==> src/rtl/bin2bcd_seq.sv <==
// bin2bcd_seq: sequential binary-to-BCD converter (shift-add-3, one bit per clock).
// Accepts a value on a valid/ready handshake, produces six registered BCD digits
// and a one-cycle out_valid pulse DATA_W+1 edges after acceptance.
// Optional leading-zero blanking mask enabled with `define LEADING_ZERO_BLANK_EN.
module bin2bcd_seq #(
  parameter int unsigned DATA_W = 20
) (
  input  logic              clk,
  input  logic              rst,
  input  logic              in_valid,
  output logic              in_ready,
  input  logic [DATA_W-1:0] data,
  output logic              out_valid,
  output logic              ovf,
  output logic [3:0]        unit,
  output logic [3:0]        ten,
  output logic [3:0]        hun,
  output logic [3:0]        thou,
  output logic [3:0]        ten_thou,
  output logic [3:0]        hun_thou
`ifdef LEADING_ZERO_BLANK_EN
  ,
  output logic [5:0]        blank
`endif
);

  localparam int unsigned CNT_W = $clog2(DATA_W + 1);

  typedef enum logic [1:0] {IDLE, SHIFT, DONE} state_t;

  state_t            r_state;
  logic [DATA_W-1:0] r_sh;
  logic [23:0]       r_bcd;
  logic [CNT_W-1:0]  r_cnt;
  logic              r_ovf_pend;
  logic              r_in_ready;
  logic              r_out_valid;
  logic              r_ovf;
  logic [23:0]       r_digits;

  logic [31:0]       w_data_ext;
  logic              w_ovf;
  logic [19:0]       w_adj_lo;
  logic [2:0]        w_adj_top;
  logic [23:0]       w_bcd_next;

  assign w_data_ext = 32'(data);
  assign w_ovf      = (w_data_ext > 32'd999999);

  // Add-3 correction on every nibble >= 5, then shift the next binary bit in.
  // Only the low three bits of the top nibble are kept: its MSB is shifted out.
  always_comb begin
    w_adj_lo = r_bcd[19:0];
    for (int unsigned i = 0; i < 5; i++) begin
      if (r_bcd[4*i +: 4] >= 4'd5) begin
        w_adj_lo[4*i +: 4] = r_bcd[4*i +: 4] + 4'd3;
      end
    end
    w_adj_top = (r_bcd[23:20] >= 4'd5) ? (r_bcd[22:20] + 3'd3) : r_bcd[22:20];
    w_bcd_next = {w_adj_top, w_adj_lo, r_sh[DATA_W-1]};
  end

`ifdef LEADING_ZERO_BLANK_EN
  logic [5:0] w_blank;
  logic [5:0] r_blank;

  // Digit i is blanked when it and every higher digit are zero; unit never blanks.
  always_comb begin
    w_blank = '0;
    for (int unsigned i = 1; i < 6; i++) begin
      w_blank[i] = ((r_bcd >> (4 * i)) == '0);
    end
  end

  assign blank = r_blank;
`endif

  // Control FSM, datapath scratch and registered outputs.
  always_ff @(posedge clk or posedge rst) begin
    if (rst) begin
      r_state     <= IDLE;
      r_sh        <= '0;
      r_bcd       <= '0;
      r_cnt       <= '0;
      r_ovf_pend  <= 1'b0;
      r_in_ready  <= 1'b1;
      r_out_valid <= 1'b0;
      r_ovf       <= 1'b0;
      r_digits    <= '0;
`ifdef LEADING_ZERO_BLANK_EN
      r_blank     <= 6'b111110;
`endif
    end else begin
      r_out_valid <= 1'b0;
      case (r_state)
        IDLE: begin
          if (in_valid) begin
            r_sh       <= data;
            r_bcd      <= '0;
            r_cnt      <= CNT_W'(DATA_W);
            r_ovf_pend <= w_ovf;
            r_in_ready <= 1'b0;
            r_state    <= SHIFT;
          end
        end
        SHIFT: begin
          r_bcd <= w_bcd_next;
          r_sh  <= r_sh << 1;
          r_cnt <= r_cnt - CNT_W'(1);
          if (r_cnt == CNT_W'(1)) begin
            r_state <= DONE;
          end
        end
        DONE: begin
          r_digits    <= r_ovf_pend ? 24'h999999 : r_bcd;
          r_ovf       <= r_ovf_pend;
          r_out_valid <= 1'b1;
          r_in_ready  <= 1'b1;
`ifdef LEADING_ZERO_BLANK_EN
          r_blank     <= r_ovf_pend ? 6'b000000 : w_blank;
`endif
          r_state     <= IDLE;
        end
        default: begin
          r_state    <= IDLE;
          r_in_ready <= 1'b1;
        end
      endcase
    end
  end

  assign in_ready  = r_in_ready;
  assign out_valid = r_out_valid;
  assign ovf       = r_ovf;
  assign unit      = r_digits[3:0];
  assign ten       = r_digits[7:4];
  assign hun       = r_digits[11:8];
  assign thou      = r_digits[15:12];
  assign ten_thou  = r_digits[19:16];
  assign hun_thou  = r_digits[23:20];

endmodule

==> config.mk <==
export PLATFORM = sky130hd
export DESIGN_NAME = bin2bcd_seq
export DESIGN_NICKNAME = d
export VERILOG_FILES = /design/src/rtl/bin2bcd_seq.sv
export SDC_FILE = /design/constraint.sdc
export NUM_CORES = 1
export LEC_CHECK = 0
export ABC_AREA = 1
export BUFFER_PORTS_ARGS = -buffer_cell sky130_fd_sc_hd__buf_4
export CAP_MARGIN = 30
export CELL_PAD_IN_SITES_DETAIL_PLACEMENT = 1
export CELL_PAD_IN_SITES_GLOBAL_PLACEMENT = 2
export CORE_ASPECT_RATIO = 1.5
export CORE_MARGIN = 1
export CORE_UTILIZATION = 38
export CTS_BUF_LIST = sky130_fd_sc_hd__clkbuf_4 sky130_fd_sc_hd__clkbuf_8
export CTS_CLUSTER_DIAMETER = 120
export CTS_CLUSTER_SIZE = 14
export DETAILED_ROUTE_END_ITERATION = 8
export PLACE_DENSITY_LB_ADDON = 0.1
export SLEW_MARGIN = 15
export SYNTH_ARGS = -nofsm -noshare
export SYNTH_HDL_FRONTEND = slang
export SYNTH_SLANG_ARGS = --single-unit
export TNS_END_PERCENT = 30
==> constraint.sdc <==
create_clock -name clk -period 6.3 [get_ports clk]
set_input_delay 1.26 -clock clk [delete_from_list [all_inputs] [get_ports clk]]
set_output_delay 1.26 -clock clk [all_outputs]
set_load 0.01 [all_outputs]
## Word-level counts from Yosys, hierarchy flattened

Cells that the tools add are included.

| storage, ports and cells | value |
|---|---|
| ROM bits | 0 |
| bits of input ports | 23 |
| bits in writable memories | 0 |
| bits in latches | 0 |
| bits in registers | 79 |
| memories kept | 0 |
| output and inout port bits | 27 |

| cells by class | value |
|---|---|
| shift operators | 0 |
| add/sub/neg operators | 7 |
| mux-type cells | 19 |
| multiply operators | 0 |
| divide/modulo/power cells | 0 |
| bitwise logic cells | 1 |
| equal/unequal tests | 5 |
| reductions and logical operators | 6 |
| magnitude comparators | 7 |

Operators with widths:

| kind | number |
|---|---|
| 2-to-1 mux 24 bit | 2 |
| one-hot mux 24 bit (2 select lines) | 1 |
| one-hot mux 20 bit (2 select lines) | 1 |
| greater-or-equal comparator 4 x 3 -> 1 bit (second input constant) | 6 |
| adder 4 x 2 -> 4 bit (second input constant) | 5 |
| > comparator 20 bit (second input constant) | 1 |
| 2-to-1 mux 20 bit | 1 |
| 2-to-1 mux 4 bit | 5 |
| one-hot mux 5 bit (2 select lines) | 1 |
| AND reduction 2 bit | 4 |
| equality test 5 x 1 -> 1 bit (second input constant) | 1 |
| 2-to-1 mux 5 bit | 1 |
| subtractor 5 x 1 -> 5 bit (second input constant) | 1 |
| 2-to-1 mux 2 bit | 2 |
| inequality test 2 bit (second input constant) | 2 |
| one-hot mux 2 bit (2 select lines) | 1 |
| adder 3 x 2 -> 3 bit (second input constant) | 1 |
| 2-to-1 mux 3 bit | 1 |
| equality test 2 x 1 -> 1 bit (second input constant) | 1 |
| equality test 2 bit (second input constant) | 1 |
| zero test 2 bit | 1 |
| 2-to-1 mux 1 bit | 2 |
| one-hot mux 1 bit (2 select lines) | 1 |
| nonzero test 2 bit | 1 |
| NOT 1 bit | 1 |

## Logic depth before layout (Yosys ltp)

| depth | value |
|---|---|
| depth after elaboration | 3 |
| gate-level depth with buffers | 8 |

## Worst setup path after synthesis

OpenSTA, ideal clock, no wires.

| timing | value |
|---|---|
| path kind | in2reg |
| start point | input port in_valid |
| end point | register r_bcd[12] |
| stages | 5 |
| setup time | 0.078 ns |
| path buffers | 1 |
| arrival time | 1.728 ns |
| setup slack | 4.494 ns |
| cell sequence | o21ai_2 > buf_4 > nand2_1 > inv_1 > o21bai_1 |

| on the way | value |
|---|---|
| word-level cells in the longest chain between the ends | 2 |

RTL lines:

| item | RTL line | source |
|---|---|---|
| from (decl) | 10 | `input logic in_valid,` |
| inequality test 2 bit (no source line) | n/a |  |
| AND reduction 2 bit (no source line) | n/a |  |
| to (signal assigned) | 107 | `r_bcd <= w_bcd_next;` |
| to (decl) | 33 | `logic [23:0] r_bcd;` |

Every way passes these cells.
A chain may end at the register's enable or synchronous reset.

## Final worst setup path

| timing | value |
|---|---|
| start point | register r_in_ready (netlist: in_ready) |
| end point | output port in_ready |

RTL lines:

| item | RTL line | source |
|---|---|---|
| from (decl) | 36 | `logic r_in_ready;` |
| from (signal assigned) | 86 | `r_in_ready <= 1'b1;` |
| from (signal assigned) | 102 | `r_in_ready <= 1'b0;` |
| from (signal assigned) | 118 | `r_in_ready <= 1'b1;` |
| to (decl) | 11 | `output logic in_ready,` |

No word-level cell between the ends.

==> summary.md <==
| Metric | Value |
|---|---|
| Post-detailed-route wirelength per cell | 14.53 um |
| Yosys reg bits | 79 |
| Initial antenna violation count | 0 |
| Syn_area_per_cell | 8.166 um^2 |
| Max cap viols | 0 |
| Multiplexer share of the synthesized area | 0% |
| Storage cell area | 1978 um^2 |
| # clock sinks | 79 |
| Combinational family with the most area after synthesis | simple AND/OR/NAND/NOR gates |
| Min Tclk post-route | 2.261 ns |
| Htree depth | 3 |
| Kind of critical path | flop to output pin |
| GR Overflow Total | 0 |
| Die Y | 124.7 um |
| DR vias | 3218 |
| Worst-path clk slew | 0.08 ns |
| PnR worst setup slack | 4.039 ns |
| CTS tree | built |
| XOR/XNOR Fraction of Synth Area | 0% |
| Layout cells sized above 1 | 15.38% |
| Arr. time, crit path | 1.00 ns |
| Final-report hold violation count | 0 |
| Post-DRT Antenna Nets | 0 |
| Mapped Area | 3814 um^2 |
| Worst path depth | 1 |
| # IOs | 50 |
| Main flop type after synthesis | dfrtp_1 |
| Detailed-route wire length | 9.227 mm |
| Core area | 9689 um^2 |
| Asr flop ratio synth | 100.0% |
| Pre-CTS setup slack | 3.921 ns |
| Final setup viols | 0 |
| Mapped Nets | 504 |
| Part of the power in the clock network | 16.7% |
| Pins Over Slew Limit | 0 |
| CTS hold repair buffers | 0 |
| Yosys top cell by area | dfrtp_1 |
| Synth top area share | 51.18% |
| Clock Latency Late Sink | 0.35 ns |
| Outcome | completed |
| Slew headroom | 64.41% |
| Vias in the first global route | 3448 |
| DRT iter0 DRCs | 122 |
| Area of the multi-input gates | 1530 um^2 |
| Remaining DRCs | 0 |
| Placer congestion estimate | 0.7485 |
| Combinational Power Share | 42.3% |
| Worst Setup SP | in_ready$_DFFE_PP1P_ |
| Nature of the critical path startpoint | flop |
| Synth warn | 0 |
| Crit-path slowest cell | dfstp_2 |
| Compound-Gate Fraction of Synth Area | 8.727% |
| Seq pwr share | 41.0% |
| Unrepaired setup endpoints after global routing | false |
| Worst Tran Pin Value | 0.5338 ns |
| Num rows | 44 |
| Maximum clock insertion buffer count | 2 |
| Most common cell in the synthesized netlist | nand2_1 |
| Largest cells by area after synthesis | dfrtp_1, nand2_1, nand3_1 |
| Critical path, cell by cell | buf_4 |
| Post-Synth Simple-Gate Area | 26.80% |
| Vias per inst | 5.068 |
| Hpwl dp | 6.521 mm |
| Post-synthesis sequential area ratio | 51.87% |
| Adder-cell share of the synthesized area | 4.593% |
| # diodes | 0 |
| Cell count after synthesis | 467 |
| GRT Total Usage | 19.11% |
| Cell family with most CP delay | flip-flops |
| Synth cell count leaders | nand2_1, dfrtp_1, inv_1 |
| Sum of negative setup slack | 0 ns |
| PD cells | 461.0 nW/um^2 |
| DRT Pass-1 Iters | 4 |
| Fill cell count | 1193 |
| Initial Utilization | 39.36% |
| Layout area overhead | 16.80% |
| Internal | 1202 uW |
| Post-CTS Repair Setup Buffers | 0 |
| Crit path buffers/inverters | 1 |
| Highest Clock Rate | 442.2 MHz |
| CP required | 5.04 ns |
| Switching Fraction | 41.48% |
| Leak | 0.002367 uW |
| Fin crit share | 35.90% |
| Post-synth EDFFs | 0 |
| Crit end category | output pin |
| Hold Path Stages | 2 |
| Worst VDD drop | 0.1801 mV |
| Net switching power | 851.8 uW |
| Reg2reg start | r_state[0]$_DFFE_PP0P_ |
| Largest net degree at the start of global routing | 55 |
| First-pass GRT wire length | 15.97 mm |
| # resized after CTS | 0 |
| HP Class | flop to flop |
| Nets | 553 |
| IO buf count | 49 |
| TritonCTS buffer count | 9 |
| Cell variety after synth | 24 |
| Worst Skew | 0.008130 ns |
| Root Driver | clkbuf_8 |
| Delay of the slowest critical-path stage | 0.54 ns |
| DIE WIDTH | 83.80 um |
| Reg2Reg Depth | 5 |
| Max FO, Critical Path | 2 |
| Die ar. | 10450 um^2 |
| Hold Startpoint | in_ready$_DFFE_PP1P_ |
[final timing paths]
check,slack [ns],to
min in group asynchronous,0.97,r_sh[18]$_DFFE_PP0P_
worst max register to register,4.73,r_digits[22]$_DFFE_PP0P_
worst max-delay path,4.04,in_ready
worst min register to register,0.47,in_ready$_DFFE_PP1P_
max in group asynchronous,4.74,r_bcd[18]$_DFFE_PP0P_
worst min-delay path,0.47,in_ready$_DFFE_PP1P_
[worst min-delay path, cell delays in order (launching register included)]
cell     delay [ns]
dfstp_2        0.38
nand2_1        0.06
nand2_1        0.04
[power by group through the flow]
stage	logic (uW)	clock network (uW)	registers, uW
detailed placement	886	0	852
finish	869	343	841
CTS	892	359	844
global route	1010	375	870
global placement	847	0	845
floorplan	629	0	832
[through the flow]
step / power (uW) / std cells / util [%] / area, um^2 / hold WS [ns]
finish: 2054 / 635 / 45.97 / 4454 / 0.4696
global route: 2252 / 635 / 45.97 / 4454 / 0.4953
CTS: 2094 / 635 / 45.97 / 4454 / 0.4761
detailed placement: 1737 / 620 / 44.19 / 4282 / 0.4616
global placement: 1692 / 619 / 43.91 / 4254 / 0.4524
floorplan: 1461 / 467 / - / 3814 / 0.4491
[registers in the layout, indices dropped and copies added, names as in the netlist]
name        flops
in_ready        1
out_valid       1
ovf             1
r_bcd          24
r_cnt           5
r_digits       24
r_ovf_pend      1
r_sh           20
r_state         2
[layout make-up]
type                    count  area share, %
clock buffers              14          3.764
clock inverters             1         0.1124
inverters                  56          4.747
multi-input cells         317          34.35
flip-flops and latches     79          44.41
well taps                 115          3.230
repair buffers             53          9.382
[kinds of logic after synthesis]
group,after synthesis
adders and majority gates,14
and+or+nand+nor,243
DFF,79
AOI/OAI and AO/OA,60
buffers and inverters,71
[metal layers]
metal  part of all wire, %  GRT usage (%)
met3                   2.4          3.115
met4                   1.8          7.478
met1                    44          22.56
met2                    52          34.19
met5                     0              0
[layout by cell type, fill, tap and decap left out, drive strengths merged]
| cell type | synthesis | layout |
|---|---|---|
| a21oi | 13 | 13 |
| buf | 14 | 53 |
| clkbuf | 1 | 14 |
| clkinv | 0 | 2 |
| dfrtp | 78 | 78 |
| dfstp | 1 | 1 |
| ha | 14 | 14 |
| inv | 56 | 55 |
| nand2 | 159 | 159 |
| nand3 | 44 | 44 |
| nand4 | 14 | 14 |
| nor2 | 26 | 26 |
| o211ai | 8 | 8 |
| o21ai | 35 | 35 |
| o21bai | 3 | 3 |
| o22ai | 1 | 1 |
Power figures use the tool's default switching activity.
